**config.mk**
```make
export PLATFORM = sky130hd
export DESIGN_NAME = spi_gpio_master
export DESIGN_NICKNAME = d
export VERILOG_FILES = /design/src/rtl/spi_gpio_master.sv
export SDC_FILE = /design/constraint.sdc
export NUM_CORES = 1
export LEC_CHECK = 0
export BUFFER_PORTS_ARGS = -buffer_cell sky130_fd_sc_hd__buf_2
export CAP_MARGIN = 20
export CELL_PAD_IN_SITES_DETAIL_PLACEMENT = 1
export CELL_PAD_IN_SITES_GLOBAL_PLACEMENT = 1
export CORE_ASPECT_RATIO = 1.1
export CORE_MARGIN = 2
export CORE_UTILIZATION = 40
export DETAILED_ROUTE_END_ITERATION = 6
export PLACE_DENSITY_LB_ADDON = 0.1
export SKIP_CTS_REPAIR_TIMING = 1
export SLEW_MARGIN = 40
export SYNTH_ARGS = -nofsm -noshare
export SYNTH_HDL_FRONTEND = slang
export SYNTH_SLANG_ARGS = --single-unit
```
**constraint.sdc**
```tcl
create_clock -name CLK -period 2.01 [get_ports CLK]
set_input_delay 0.201 -clock CLK [delete_from_list [all_inputs] [get_ports CLK]]
set_output_delay 0.201 -clock CLK [all_outputs]
set_load 0.1 [all_outputs]
```
**src/rtl/spi_gpio_master.sv**
```systemverilog
// spi_gpio_master: SPI mode-0 initiator writing one DATA_WIDTH-bit word per
// frame to the AFE CPLD's SPI-loaded GPIO register, using a START/BUSY/DONE
// handshake.
// Optional feature: define SPI_READBACK_EN to build the MISO capture path.
// Without it RX_DATA is tied to zero and MISO is unused.
// DATA_WIDTH must be at least 2. CLK_DIV and CS_GUARD must be at least 1.
module spi_gpio_master #(
  parameter int unsigned CLK_DIV    = 4,
  parameter int unsigned DATA_WIDTH = 8,
  parameter int unsigned CS_GUARD   = 2
) (
  input  logic                  CLK,
  input  logic                  RST_B,
  input  logic                  START,
  input  logic [DATA_WIDTH-1:0] TX_DATA,
  output logic                  BUSY,
  output logic                  DONE,
  output logic [DATA_WIDTH-1:0] RX_DATA,
  output logic                  CS_B,
  output logic                  SCLK,
  output logic                  MOSI,
  input  logic                  MISO
);

  localparam int unsigned CNT_MAX = (CLK_DIV > CS_GUARD) ? CLK_DIV : CS_GUARD;
  localparam int unsigned CNT_W   = $clog2(CNT_MAX + 1);
  localparam int unsigned BIT_W   = (DATA_WIDTH > 1) ? $clog2(DATA_WIDTH) : 1;

  localparam logic [CNT_W-1:0] DIV_LAST   = CNT_W'(CLK_DIV - 1);
  localparam logic [CNT_W-1:0] GUARD_LAST = CNT_W'(CS_GUARD - 1);
  localparam logic [BIT_W-1:0] BIT_FIRST  = BIT_W'(DATA_WIDTH - 1);

  typedef enum logic [2:0] {
    ST_IDLE,
    ST_SETUP,
    ST_SHIFT,
    ST_HOLD,
    ST_GAP
  } state_e;

  state_e                state_q, state_d;
  logic [CNT_W-1:0]      cnt_q, cnt_d;
  logic [BIT_W-1:0]      bit_q, bit_d;
  logic [DATA_WIDTH-1:0] sh_q, sh_d;
  logic                  cs_b_q, cs_b_d;
  logic                  sclk_q, sclk_d;
  logic                  mosi_q, mosi_d;
  logic                  busy_q, busy_d;
  logic                  done_q, done_d;

  // Qualifiers shared by the frame FSM and the optional readback path.
  logic sclk_rise;
  logic frame_end;
  assign sclk_rise = (state_q == ST_SHIFT) && !sclk_q && (cnt_q == DIV_LAST);
  assign frame_end = (state_q == ST_HOLD) && (cnt_q == GUARD_LAST);

  // Frame state and registered SPI pins; reset forces the bus idle at once.
  always_ff @(posedge CLK or negedge RST_B) begin
    if (!RST_B) begin
      state_q <= ST_IDLE;
      cnt_q   <= '0;
      bit_q   <= '0;
      sh_q    <= '0;
      cs_b_q  <= 1'b1;
      sclk_q  <= 1'b0;
      mosi_q  <= 1'b0;
      busy_q  <= 1'b0;
      done_q  <= 1'b0;
    end else begin
      state_q <= state_d;
      cnt_q   <= cnt_d;
      bit_q   <= bit_d;
      sh_q    <= sh_d;
      cs_b_q  <= cs_b_d;
      sclk_q  <= sclk_d;
      mosi_q  <= mosi_d;
      busy_q  <= busy_d;
      done_q  <= done_d;
    end
  end

  // Next-state and next-pin values; pins are computed one cycle ahead so
  // every output comes straight from a flop.
  always_comb begin
    state_d = state_q;
    cnt_d   = cnt_q;
    bit_d   = bit_q;
    sh_d    = sh_q;
    cs_b_d  = cs_b_q;
    sclk_d  = sclk_q;
    mosi_d  = mosi_q;
    busy_d  = busy_q;
    done_d  = 1'b0;

    unique case (state_q)
      ST_IDLE: begin
        if (START) begin
          state_d = ST_SETUP;
          cnt_d   = '0;
          sh_d    = TX_DATA;
          cs_b_d  = 1'b0;
          busy_d  = 1'b1;
          mosi_d  = TX_DATA[DATA_WIDTH-1];
        end
      end

      ST_SETUP: begin
        if (cnt_q == GUARD_LAST) begin
          state_d = ST_SHIFT;
          cnt_d   = '0;
          bit_d   = BIT_FIRST;
        end else begin
          cnt_d = cnt_q + CNT_W'(1);
        end
      end

      ST_SHIFT: begin
        if (cnt_q == DIV_LAST) begin
          cnt_d = '0;
          if (!sclk_q) begin
            sclk_d = 1'b1;
          end else begin
            sclk_d = 1'b0;
            if (bit_q == '0) begin
              state_d = ST_HOLD;
            end else begin
              // Next bit goes out on the same edge SCLK falls.
              bit_d  = bit_q - BIT_W'(1);
              sh_d   = sh_q << 1;
              mosi_d = sh_d[DATA_WIDTH-1];
            end
          end
        end else begin
          cnt_d = cnt_q + CNT_W'(1);
        end
      end

      ST_HOLD: begin
        if (frame_end) begin
          state_d = ST_GAP;
          cnt_d   = '0;
          cs_b_d  = 1'b1;
          mosi_d  = 1'b0;
          done_d  = 1'b1;
        end else begin
          cnt_d = cnt_q + CNT_W'(1);
        end
      end

      ST_GAP: begin
        if (cnt_q == GUARD_LAST) begin
          state_d = ST_IDLE;
          cnt_d   = '0;
          busy_d  = 1'b0;
        end else begin
          cnt_d = cnt_q + CNT_W'(1);
        end
      end

      default: begin
        state_d = ST_IDLE;
        cnt_d   = '0;
        cs_b_d  = 1'b1;
        sclk_d  = 1'b0;
        mosi_d  = 1'b0;
        busy_d  = 1'b0;
      end
    endcase
  end

  assign CS_B = cs_b_q;
  assign SCLK = sclk_q;
  assign MOSI = mosi_q;
  assign BUSY = busy_q;
  assign DONE = done_q;

`ifdef SPI_READBACK_EN
  logic [DATA_WIDTH-1:0] rx_sh_q, rx_sh_d;
  logic [DATA_WIDTH-1:0] rx_data_q, rx_data_d;

  // MISO capture register and the word published at DONE.
  always_ff @(posedge CLK or negedge RST_B) begin
    if (!RST_B) begin
      rx_sh_q   <= '0;
      rx_data_q <= '0;
    end else begin
      rx_sh_q   <= rx_sh_d;
      rx_data_q <= rx_data_d;
    end
  end

  // Sample MISO on the edge that raises SCLK; publish with the DONE pulse.
  always_comb begin
    rx_sh_d   = rx_sh_q;
    rx_data_d = rx_data_q;
    if (sclk_rise) begin
      rx_sh_d = DATA_WIDTH'({rx_sh_q, MISO});
    end
    if (frame_end) begin
      rx_data_d = rx_sh_q;
    end
  end

  assign RX_DATA = rx_data_q;
`else
  logic unused_miso;
  logic unused_sclk_rise;
  assign unused_miso      = MISO;
  assign unused_sclk_rise = sclk_rise;
  assign RX_DATA          = '0;
`endif

endmodule
```
==> results of run 1 <==
[report_power, final]
| part | leakage, uW | switching (uW) | total, uW | internal [uW] |
|---|---|---|---|---|
| Clock | 0.0000139 | 140 | 216 | 76.1 |
| Combinational | 0.000382 | 854 | 1340 | 484 |
| Sequential | 0.000241 | 136 | 737 | 601 |
[worst min path at each step]
stage                     startpoint  endpoint  slack (ns)  cells after the start
final                     TX_DATA[0]   sh_q[0]        0.11                      2
after global routing      TX_DATA[0]   sh_q[0]        0.11                      2
after CTS                      RST_B  cnt_q[0]       -0.17                      1
after detailed placement       RST_B  cnt_q[0]        0.19                      1
after global placement         RST_B  cnt_q[0]        0.19                      1
after floorplan                RST_B      BUSY       -0.09                      0
[placed cells by master (no fill, tap or decap), types with 3 or more instances in the layout]
master	count
a21oi_1	6
a21oi_2	5
buf_2	15
buf_4	5
clkbuf_4	3
conb_1	8
dfrtp_1	19
ha_1	6
inv_1	10
mux2i_1	7
nand2_1	4
nand2b_1	3
nand3_1	3
nor2_1	14
nor2b_1	3
nor4_1	3
o21ai_0	3
[layout make-up]
| class | instances | area, um^2 | area share, % |
|---|---|---|---|
| Clock buffer | 3 | 22.5 | 1.62 |
| Inverter | 10 | 37.5 | 2.70 |
| Clock inverter | 1 | 7.51 | 0.541 |
| Sequential cell | 21 | 528 | 38.0 |
| Timing Repair Buffer | 22 | 134 | 9.64 |
| Multi-Input combinational cell | 90 | 617 | 44.4 |
| Tap cell | 34 | 42.5 | 3.06 |
[metrics by stage]
step / worst slack [ns] / utilization [%]
4_1_cts: 0.117 / 45.5
3_5_place_dp: 0.147 / 44.5
3_3_place_gp: 0.227 / 44.5
6_report: 0.185 / 46.0
5_1_grt: 0.0307 / 46.0
2_1_floorplan: 0.301 / -
[layer usage]
layer / wire, um / share of wire [%]
met3: 73 / 2.8
met1: 1150 / 44
met2: 1320 / 51
met4: 57 / 2.2
met5: 0 / 0
[state kept, by name (all words and copies together) (netlist names)]
signal / count
cnt_q: 3
sh_q: 7
SCLK: 1
state_q: 3
BUSY: 1
DONE: 1
CS_B: 1
bit_q: 3
MOSI: 1
[logic make-up (layout without fill, tap and decap cells)]
family / count (synthesis) / count (layout) / synth area share (%)
simple gates: 36 / 36 / 14.4
compound gates: 31 / 31 / 19.1
buf+inv: 23 / 36 / 11.2
flops: 21 / 21 / 41.8
mux: 8 / 8 / 6.46
fa+ha+maj: 6 / 6 / 5.96
other cells: 1 / 8 / 0.298
xor+xnor: 1 / 1 / 0.696
==> run_results.csv, run 1 <==
group,metric,value,unit
outcome,outcome,"finished clean",
grt,grt_util_met3,2.48,%
timing,setup_tns,0,ns
pwr,p_per_area,1650,nW/um^2
die,floorplan.rows,21,
grt,groute.usage.overall,16.0,%
detailed_routing,detail_route.wirelength,2600,um
worst_setup_path,crit_end,"sh_q[6]",
synth,synth_sequential_area_ratio,41.8,%
die,floorplan.initialDensity,41.7,%
worst_setup_path,path_cells,"ha_1 -> ha_1 -> nand3_1 -> a221oi_4 -> buf_6 -> nor2_1 -> a21oi_1",
synth,synth_largest_area_cell,"dfrtp_1",
pwr,static-leakage-power,0.000638,uW
die,placeableCoreArea,3020,um^2
detailed_routing,detail_route.drc_violations,0,
synth,async_flop_share,100,%
synth,synth.top_cells.by_area,"dfrtp_1 (40%), ha_1 (6.0%), mux2i_1 (5.6%)",
synth,synth.top_cells.by_count,"dfrtp_1 (20), nor2_1 (14), inv_1 (10), buf_4 (8), mux2i_1 (7)",
timing,timing_max_transition_violations_final,0,
synth,mean_instance_size_in_the_synthesized_netlist,9.91,um^2
timing,grt_setup_unrepaired,"no",
final_layout,synthToLayoutAreaGrowth,10.3,%
final_layout,num-fill-cells,357,
worst_setup_path,critical_path_arrival,2.08,ns
synth,synth_top_area_share,39.8,%
synth,synth-warning-count,0,
synth,synth.distinct_cells,40,
pwr,power,2290,uW
clock_tree,max-clock-path-buffers,2,
clock_tree,clk_transition_reported_paths,0.13,ns
detailed_routing,ant_nets,0,
die,die_area,3610,um^2
timing,final_hold_viol_count,0,
pwr,ir_worst_vdd,0.739,mV
worst_setup_path,startpoint,"cnt_q[0]",
grt,global_route.usage.met1,19.0,%
grt,grt_antenna_before_repair,0,
worst_setup_path,regToRegSetupSlack,0.19,ns
timing,max_freq,548,MHz
worst_setup_path,timing.critical_path.depth,7,
final_layout,antenna_cells_inserted,0,
job,cap_violations,0,
synth,post_synth_instance_area,1260,um^2
worst_setup_path,worst_path_max_delay_cell,"dfrtp_1",
synth,yosysMostFrequentCell,"dfrtp_1",
final_layout,layout-drive-gt1-share,24.5,%
clock_tree,cts_tree,"done",
synth,synth_edf_count,0,
timing,finalClockSkew,0.0106,ns
synth,synthesis.instances,127,
worst_setup_path,r2r.worst_path.cells,7,
place,dp_hpwl,1990,um
worst_setup_path,crit_path_end_kind,"flip-flop",
clock_tree,clock-sinks,21,
detailed_routing,route.detailed.wl_per_inst,14.4,um
final_layout,finalInstanceArea,1390,um^2
synth,ys_seq_elements,21,
final_layout,finalNonFillerCells,181,
die,die_w,57.5,um
die,io-pin-count,25,
worst_setup_path,timing.critical_path.required,2.26,ns
worst_setup_path,setup.worst_path.start_class,"flip-flop",
timing,timing.max_slew.rel_slack,66.4,%
place,place.detailed.instances,176,
grt,most_crowded_layer_gr,"met2",
clock_tree,h-tree-depth,1,
worst_setup_path,critical_path.n_buffers_inverters,1,
detailed_routing,detailedRoute.firstIterationViolations,39,
grt,grt_first_pass_wirelength,4480,um
synth,synthFlopType,"dfrtp_1",
worst_setup_path,r2r-start,"cnt_q[0]",
detailed_routing,first_pass_iters,3,
timing,min_period,1.82,ns
clock_tree,cts-root-buf,"clkbuf_4",
min_path,hold_removal_path_class,"input pin to flip-flop",
place,post_dp_area,1350,um^2
final_layout,num-nets-final,166,
place,routability_driven_placement_congestion_ratio,0.789,
worst_setup_path,crit_family,"compound AO/OA/AOI/OAI gates",
worst_setup_path,regToRegEndpoint,"sh_q[6]",
timing,final.period_utilization,90.8,%
worst_setup_path,worst-path-max-fanout,12,
clock_tree,worst_skew_pair.late_latency,0.32,ns
worst_setup_path,path_common_cell,"ha_1",
worst_setup_path,setup.worst_path.class,"flip-flop to flip-flop",
worst_setup_path,max_stage_delay,0.42,ns
grt,first_global_vias,976,
detailed_routing,vias_per_cell,5.33,
grt,grt_start_max_net_pins,22,
place,port-buffer-count,15,
timing,post_route_worst_hold_slack,0.112,ns
die,die_h,62.8,um
grt,met2_usage,27.3,%
clock_tree,numCtsBuffers,3,
grt,grt-ovfl-total,0,
timing,timing_worst_slew_pin_value,0.500,ns
detailed_routing,vias,964,
timing,timing.final.setup_violations,0,
Power figures use the tool's default switching activity.
==> inputs of run 2 (changes only) <==
==> constraint.sdc (replaced) <==
create_clock -name CLK -period 2.1 [get_ports CLK]
set_input_delay 0.21 -clock CLK [delete_from_list [all_inputs] [get_ports CLK]]
set_output_delay 0.21 -clock CLK [all_outputs]
set_load 0.1 [all_outputs]
==> run 2 against run 1 <==
  * Fmax decreased by 1.2%
  * Final cell count decreased by 0.55%
  * Sequential share of layout area increased by 0.32 points
  * Via count decreased by 0.62%
  * Register-to-register slack improved by 0.07 ns
==> run_results.csv, run 2 (synthesized netlist as in run 1, its figures left out) <==
group,metric,value,unit
timing,finalClockSkew,0.000714,ns
die,io-pin-count,25,
timing,min_period,1.85,ns
grt,groute.usage.overall,16.6,%
detailed_routing,detail_route.wirelength,2570,um
grt,grt-ovfl-total,0,
place,detailedPlace.worstSlack,0.263,ns
final_layout,synthToLayoutAreaGrowth,9.15,%
detailed_routing,detail_route.drc_violations,0,
timing,grt_setup_unrepaired,"no",
die,die_area,3610,um^2
final_layout,layout-drive-gt1-share,23.3,%
die,floorplan.rows,21,
die,die_h,62.8,um
pwr,p_per_area,1570,nW/um^2
min_path,hold_removal_path_class,"input pin to flip-flop",
grt,grt_first_pass_wirelength,4670,um
final_layout,final_util,45.5,%
clock_tree,numCtsBuffers,3,
place,port-buffer-count,15,
final_layout,antenna_cells_inserted,0,
timing,timing_max_transition_violations_final,0,
detailed_routing,vias,958,
worst_setup_path,critical_path_arrival,2.09,ns
detailed_routing,detailedRoute.firstIterationViolations,32,
detailed_routing,ant_nets,0,
grt,grt_antenna_before_repair,0,
timing,setup_tns,0,ns
final_layout,num-nets-final,165,
pwr,static-leakage-power,0.000636,uW
worst_setup_path,setup.worst_path.class,"flip-flop to flip-flop",
pwr,ir_worst_vdd,0.649,mV
clock_tree,worst_skew_pair.late_latency,0.31,ns
timing,timing.final.ws_setup,0.254,ns
die,floorplan.initialDensity,41.7,%
place,routability_driven_placement_congestion_ratio,0.730,
final_layout,largest_register_ff_count,7,
worst_setup_path,timing.critical_path.required,2.35,ns
clock_tree,cts_tree,"done",
detailed_routing,first_pass_iters,4,
final_layout,final_cell_mix,"dfrtp_1 (20), buf_2 (15), nor2_1 (14)",
place,dp_hpwl,1930,um
worst_setup_path,worst-path-max-fanout,12,
die,die_w,57.5,um
detailed_routing,route.detailed.wl_per_inst,14.3,um
clock_tree,clock-sinks,21,
die,placeableCoreArea,3020,um^2
timing,timing.max_slew.rel_slack,63.2,%
clock_tree,clk_transition_reported_paths,0.12,ns
timing,max_freq,542,MHz
job,cap_violations,0,
detailed_routing,vias_per_cell,5.32,
timing,final.period_utilization,87.9,%
clock_tree,max-clock-path-buffers,2,
timing,final_hold_viol_count,0,
grt,first_global_vias,1045,
final_layout,largest-register,"sh_q",
worst_setup_path,setup.worst_path.start_class,"flip-flop",
outcome,outcome,"finished clean",
timing,timing.final.setup_violations,0,
final_layout,final_common_cell,"dfrtp_1",
timing,timing_worst_slew_pin_value,0.551,ns
worst_setup_path,crit_path_end_kind,"flip-flop",
grt,grt_start_max_net_pins,22,
clock_tree,cts-root-buf,"clkbuf_4",
clock_tree,h-tree-depth,1,
[run 2: changes by cell type in the layout (fill, tap and decap cells not counted), sizes merged]
cell,delta
buf,-1
clkinv,+1
clkinvlp,-1
[run 2: cell type report]
type | count | area (um^2)
fillers | 366 | 1650
multi-input cells | 90 | 617
flip-flops and latches | 21 | 527
repair buffers | 21 | 123
well taps | 34 | 42.5
inverters | 10 | 37.5
clock buffers | 3 | 22.5
clock inverters | 1 | 5.00
[run 2: worst paths after layout]
kind / cells after the start / to / startpoint / slack (ns)
max: 7 / sh_q[6] / cnt_q[0] / 0.25
min: 2 / sh_q[0] / TX_DATA[0] / 0.13
max reg2reg: 7 / sh_q[6] / cnt_q[0] / 0.25
min reg2reg: 1 / MOSI / MOSI / 0.52
max in group asynchronous: 2 / CS_B / RST_B / 1.35
min in group asynchronous: 2 / cnt_q[1] / RST_B / 0.38
[run 2: worst max-delay path: stages, from the launching register on]
cell and delay [ns]:
dfrtp_1 0.42, ha_1 0.20, ha_1 0.22, nand3_1 0.18, a221oi_4 0.34, buf_4 0.24
nor2_1 0.06, a21oi_1 0.11
[run 2: stage by stage]
stage                     power [uW]  area [um^2]  hold slack [ns]  std cells
after global placement          1920         1340            0.196        175
after CTS                       2190         1360           -0.156        179
after global routing            2360         1370            0.130        180
final                           2150         1370            0.133        180
after floorplan                 1750         1280          -0.0856        134
after detailed placement        1980         1340            0.204        175
[run 2: power breakdown]
part,switching (uW),leakage (uW),internal [uW]
clock,131,0.0000177,71.2
combinational,818,0.000376,444
sequential,116,0.000242,574
[run 2: per-layer routing]
layer  part of all wire [%]  wire [um]  GRT usage (%)  vias to the layer above
li1                       -          -              -                      466
met2                     50       1290           28.3                       16
met3                    2.7         69           2.90                        5
met1                     45       1160           19.8                      471
met4                    1.9         49           8.14                        0
met5                      0          0              0                        -
==> inputs of run 3 (changes only) <==
--- a/config.mk
+++ b/config.mk
@@ -5,12 +5,13 @@
 export SDC_FILE = /design/constraint.sdc
 export NUM_CORES = 1
 export LEC_CHECK = 0
+export ABC_AREA = 1
 export BUFFER_PORTS_ARGS = -buffer_cell sky130_fd_sc_hd__buf_2
 export CAP_MARGIN = 20
 export CELL_PAD_IN_SITES_DETAIL_PLACEMENT = 1
 export CELL_PAD_IN_SITES_GLOBAL_PLACEMENT = 1
 export CORE_ASPECT_RATIO = 1.1
-export CORE_MARGIN = 2
+export CORE_MARGIN = 8
 export CORE_UTILIZATION = 40
 export DETAILED_ROUTE_END_ITERATION = 6
 export PLACE_DENSITY_LB_ADDON = 0.1
==> run 3 against run 2 <==
  * Register-to-register slack gained 0.12 ns
  * Largest power group unchanged
  * Fmax up 7.0%
  * Critical path type unchanged
  * Highest routed layer unchanged
  * Sequential share of layout area down 2.1 points
  * Critical endpoint is now sh_q[1]
  * First-iteration DRC count increased by 16%
==> run_results.csv, run 3 <==
group,metric,value,unit
grt,groute.usage.overall,12.5,%
synth,synth_top_area_share,36.4,%
synth,synth_edf_count,0,
place,dp_hpwl,2450,um
die,floorplan.initialDensity,41.7,%
place,routability_driven_placement_congestion_ratio,0.746,
detailed_routing,detail_route.wirelength,3170,um
worst_setup_path,startpoint,"state_q[1]",
clock_tree,cts-root-buf,"clkbuf_4",
detailed_routing,vias,1161,
timing,max_freq,580,MHz
synth,synth.distinct_cells,24,
worst_setup_path,timing.critical_path.required,2.32,ns
final_layout,finalInstanceArea,1450,um^2
timing,timing.final.setup_violations,0,
final_layout,antenna_cells_inserted,0,
die,io-pin-count,25,
job,cap_violations,0,
synth,synth_largest_area_cell,"dfrtp_1",
synth,ys_seq_elements,21,
detailed_routing,vias_per_cell,4.92,
synth,yosys-mux-area-fraction,0,%
timing,final_hold_viol_count,0,
detailed_routing,route.detailed.wl_per_inst,13.4,um
clock_tree,numCtsBuffers,3,
final_layout,synthToLayoutAreaGrowth,5.55,%
min_path,hold_removal_path_class,"input pin to flip-flop",
worst_setup_path,setup.worst_path.start_class,"flip-flop",
pwr,ir_worst_vdd,0.660,mV
outcome,outcome,"finished clean",
synth,yosysMostFrequentCell,"nand2_1",
die,die_area,5580,um^2
synth,synth.top_cells.by_area,"dfrtp_1 (36%), nand2_1 (20%), nand3_1 (7.6%)",
grt,grt_antenna_before_repair,0,
die,floorplan.rows,22,
synth,synthFlopType,"dfrtp_1",
worst_setup_path,path_common_cell,"nand2_1",
synth,post_synth_xor_area_fraction,0,%
final_layout,final_util,44.0,%
worst_setup_path,crit_path_end_kind,"flip-flop",
final_layout,area_occupied_by_multi_input_gates,687,um^2
clock_tree,max-clock-path-buffers,2,
pwr,power.share.combinational,63.6,%
clock_tree,cts_tree,"done",
clock_tree,worst_skew_pair.late_latency,0.31,ns
worst_setup_path,crit_family,"simple AND/OR/NAND/NOR gates",
final_layout,num-fill-cells,441,
grt,grt-ovfl-total,0,
synth,synth-warning-count,0,
place,post_dp_area,1420,um^2
place,port-buffer-count,15,
detailed_routing,ant_nets,0,
synth,synthesis.instances,184,
pwr,fraction_of_power_consumed_by_the_clock_network,7.8,%
timing,finalClockSkew,0.00528,ns
pwr,p_switching,1500,uW
clock_tree,clock-sinks,21,
worst_setup_path,worst-path-max-fanout,9,
timing,setup_tns,0,ns
final_layout,final_cell_mix,"nand2_1 (75), nand3_1 (21), dfrtp_1 (20)",
timing,final.period_utilization,82.2,%
worst_setup_path,setup.worst_path.class,"flip-flop to flip-flop",
worst_setup_path,worst_path_max_delay_cell,"dfrtp_1",
final_layout,layout-drive-gt1-share,15.0,%
worst_setup_path,r2r-start,"state_q[1]",
synth,synth.top_cells.by_count,"nand2_1 (75), nand3_1 (21), dfrtp_1 (20), inv_1 (18), buf_4 (9)",
final_layout,regArea,527,um^2
synth,synth_sequential_area_ratio,38.3,%
grt,first_global_vias,1252,
synth,mean_instance_size_in_the_synthesized_netlist,7.48,um^2
worst_setup_path,max_stage_delay,0.67,ns
worst_setup_path,critical_path.n_buffers_inverters,1,
timing,timing_max_transition_violations_final,0,
pwr,power_frac_seq,28.6,%
pwr,p_int,1150,uW
die,placeableCoreArea,3300,um^2
clock_tree,h-tree-depth,1,
die,die_w,71.9,um
grt,grt_start_max_net_pins,22,
worst_setup_path,critical_path_arrival,1.95,ns
pwr,p_per_area,1820,nW/um^2
die,die_h,77.5,um
grt,grt_first_pass_wirelength,5660,um
synth,post_synth_instance_area,1380,um^2
pwr,p_sw_share,56.6,%
worst_setup_path,path_cells,"inv_2 -> nand3_1 -> nand2_1 -> nor2_4 -> nand2_4 -> nand2_1 -> nand2_1",
final_layout,num-nets-final,219,
synth,synth_compound_gate_area_share,3.55,%
clock_tree,clk_transition_reported_paths,0.12,ns
synth,fraction_of_the_mapped_netlist_area_in_adder_cells,5.45,%
synth,largest_family_of_logic_cells_by_synthesized_area,"simple AND/OR/NAND/NOR gates",
synth,async_flop_share,100,%
timing,grt_setup_unrepaired,"no",
min_path,hold_start,"TX_DATA[0]",
detailed_routing,first_pass_iters,4,
pwr,power,2640,uW
synth,synthSimpleGateAreaFrac,38.7,%
detailed_routing,detailedRoute.firstIterationViolations,37,
pwr,static-leakage-power,0.000868,uW
timing,min_period,1.73,ns
detailed_routing,detail_route.drc_violations,0,
final_layout,final_common_cell,"nand2_1",
final_layout,largest-register,"sh_q",
final_layout,largest_register_ff_count,7,
run 3: worst min-delay path, delay by kind of cell:
kind	cells	cell delay (ns)
AND/OR/NAND/NOR	2	0.10
buffers and inverters	1	0.08
run 3: kinds of logic after synthesis:
logic type	count (synthesis)
compound gates	9
fa+ha+maj	6
buf+inv	32
flops	21
other cells	1
simple gates	115
run 3: cell type report:
type                            instances  share of cell area, %
Multi-Input combinational cell        138                   47.3
Inverter                               20                   5.17
Sequential cell                        21                   36.3
Timing Repair Buffer                   17                   6.37
Clock buffer                            4                   1.81
Tap cell                               36                   3.10
run 3: worst paths after layout:
| path | endpoint | slack (ns) | cells after the start |
|---|---|---|---|
| hold / removal | sh_q[0] | 0.1 | 3 |
| min in group asynchronous | cnt_q[1] | 0.38 | 2 |
| setup / recovery | sh_q[1] | 0.37 | 7 |
| max in group asynchronous | CS_B | 1.37 | 2 |
| hold reg to reg | CS_B | 0.48 | 2 |
| setup reg to reg | sh_q[1] | 0.37 | 7 |
run 3: metrics by stage:
| step | instances | hold slack (ns) | setup slack (ns) |
|---|---|---|---|
| final | 236 | 0.0989 | 0.374 |
| after global routing | 236 | 0.104 | 0.205 |
| after CTS | 235 | -0.153 | 0.355 |
| after detailed placement | 231 | 0.208 | 0.378 |
| after global placement | 231 | 0.199 | 0.407 |
| after floorplan | 191 | -0.0856 | 0.342 |
run 3: routing by layer:
layer	vias to the layer above	wire [um]	GRT usage [%]
met2	19	1530	21.3
met4	0	55	5.93
met5	-	0	0
met3	5	81	1.67
li1	592	-	-
met1	545	1500	15.1
run 3: power by group through the flow:
stage | Combinational, uW | Clock (uW) | Sequential, uW
floorplan | 1250 | 0 | 954
global placement | 1650 | 0 | 755
detailed placement | 1700 | 0 | 767
CTS | 1720 | 219 | 757
global route | 1920 | 229 | 785
finish | 1680 | 205 | 756
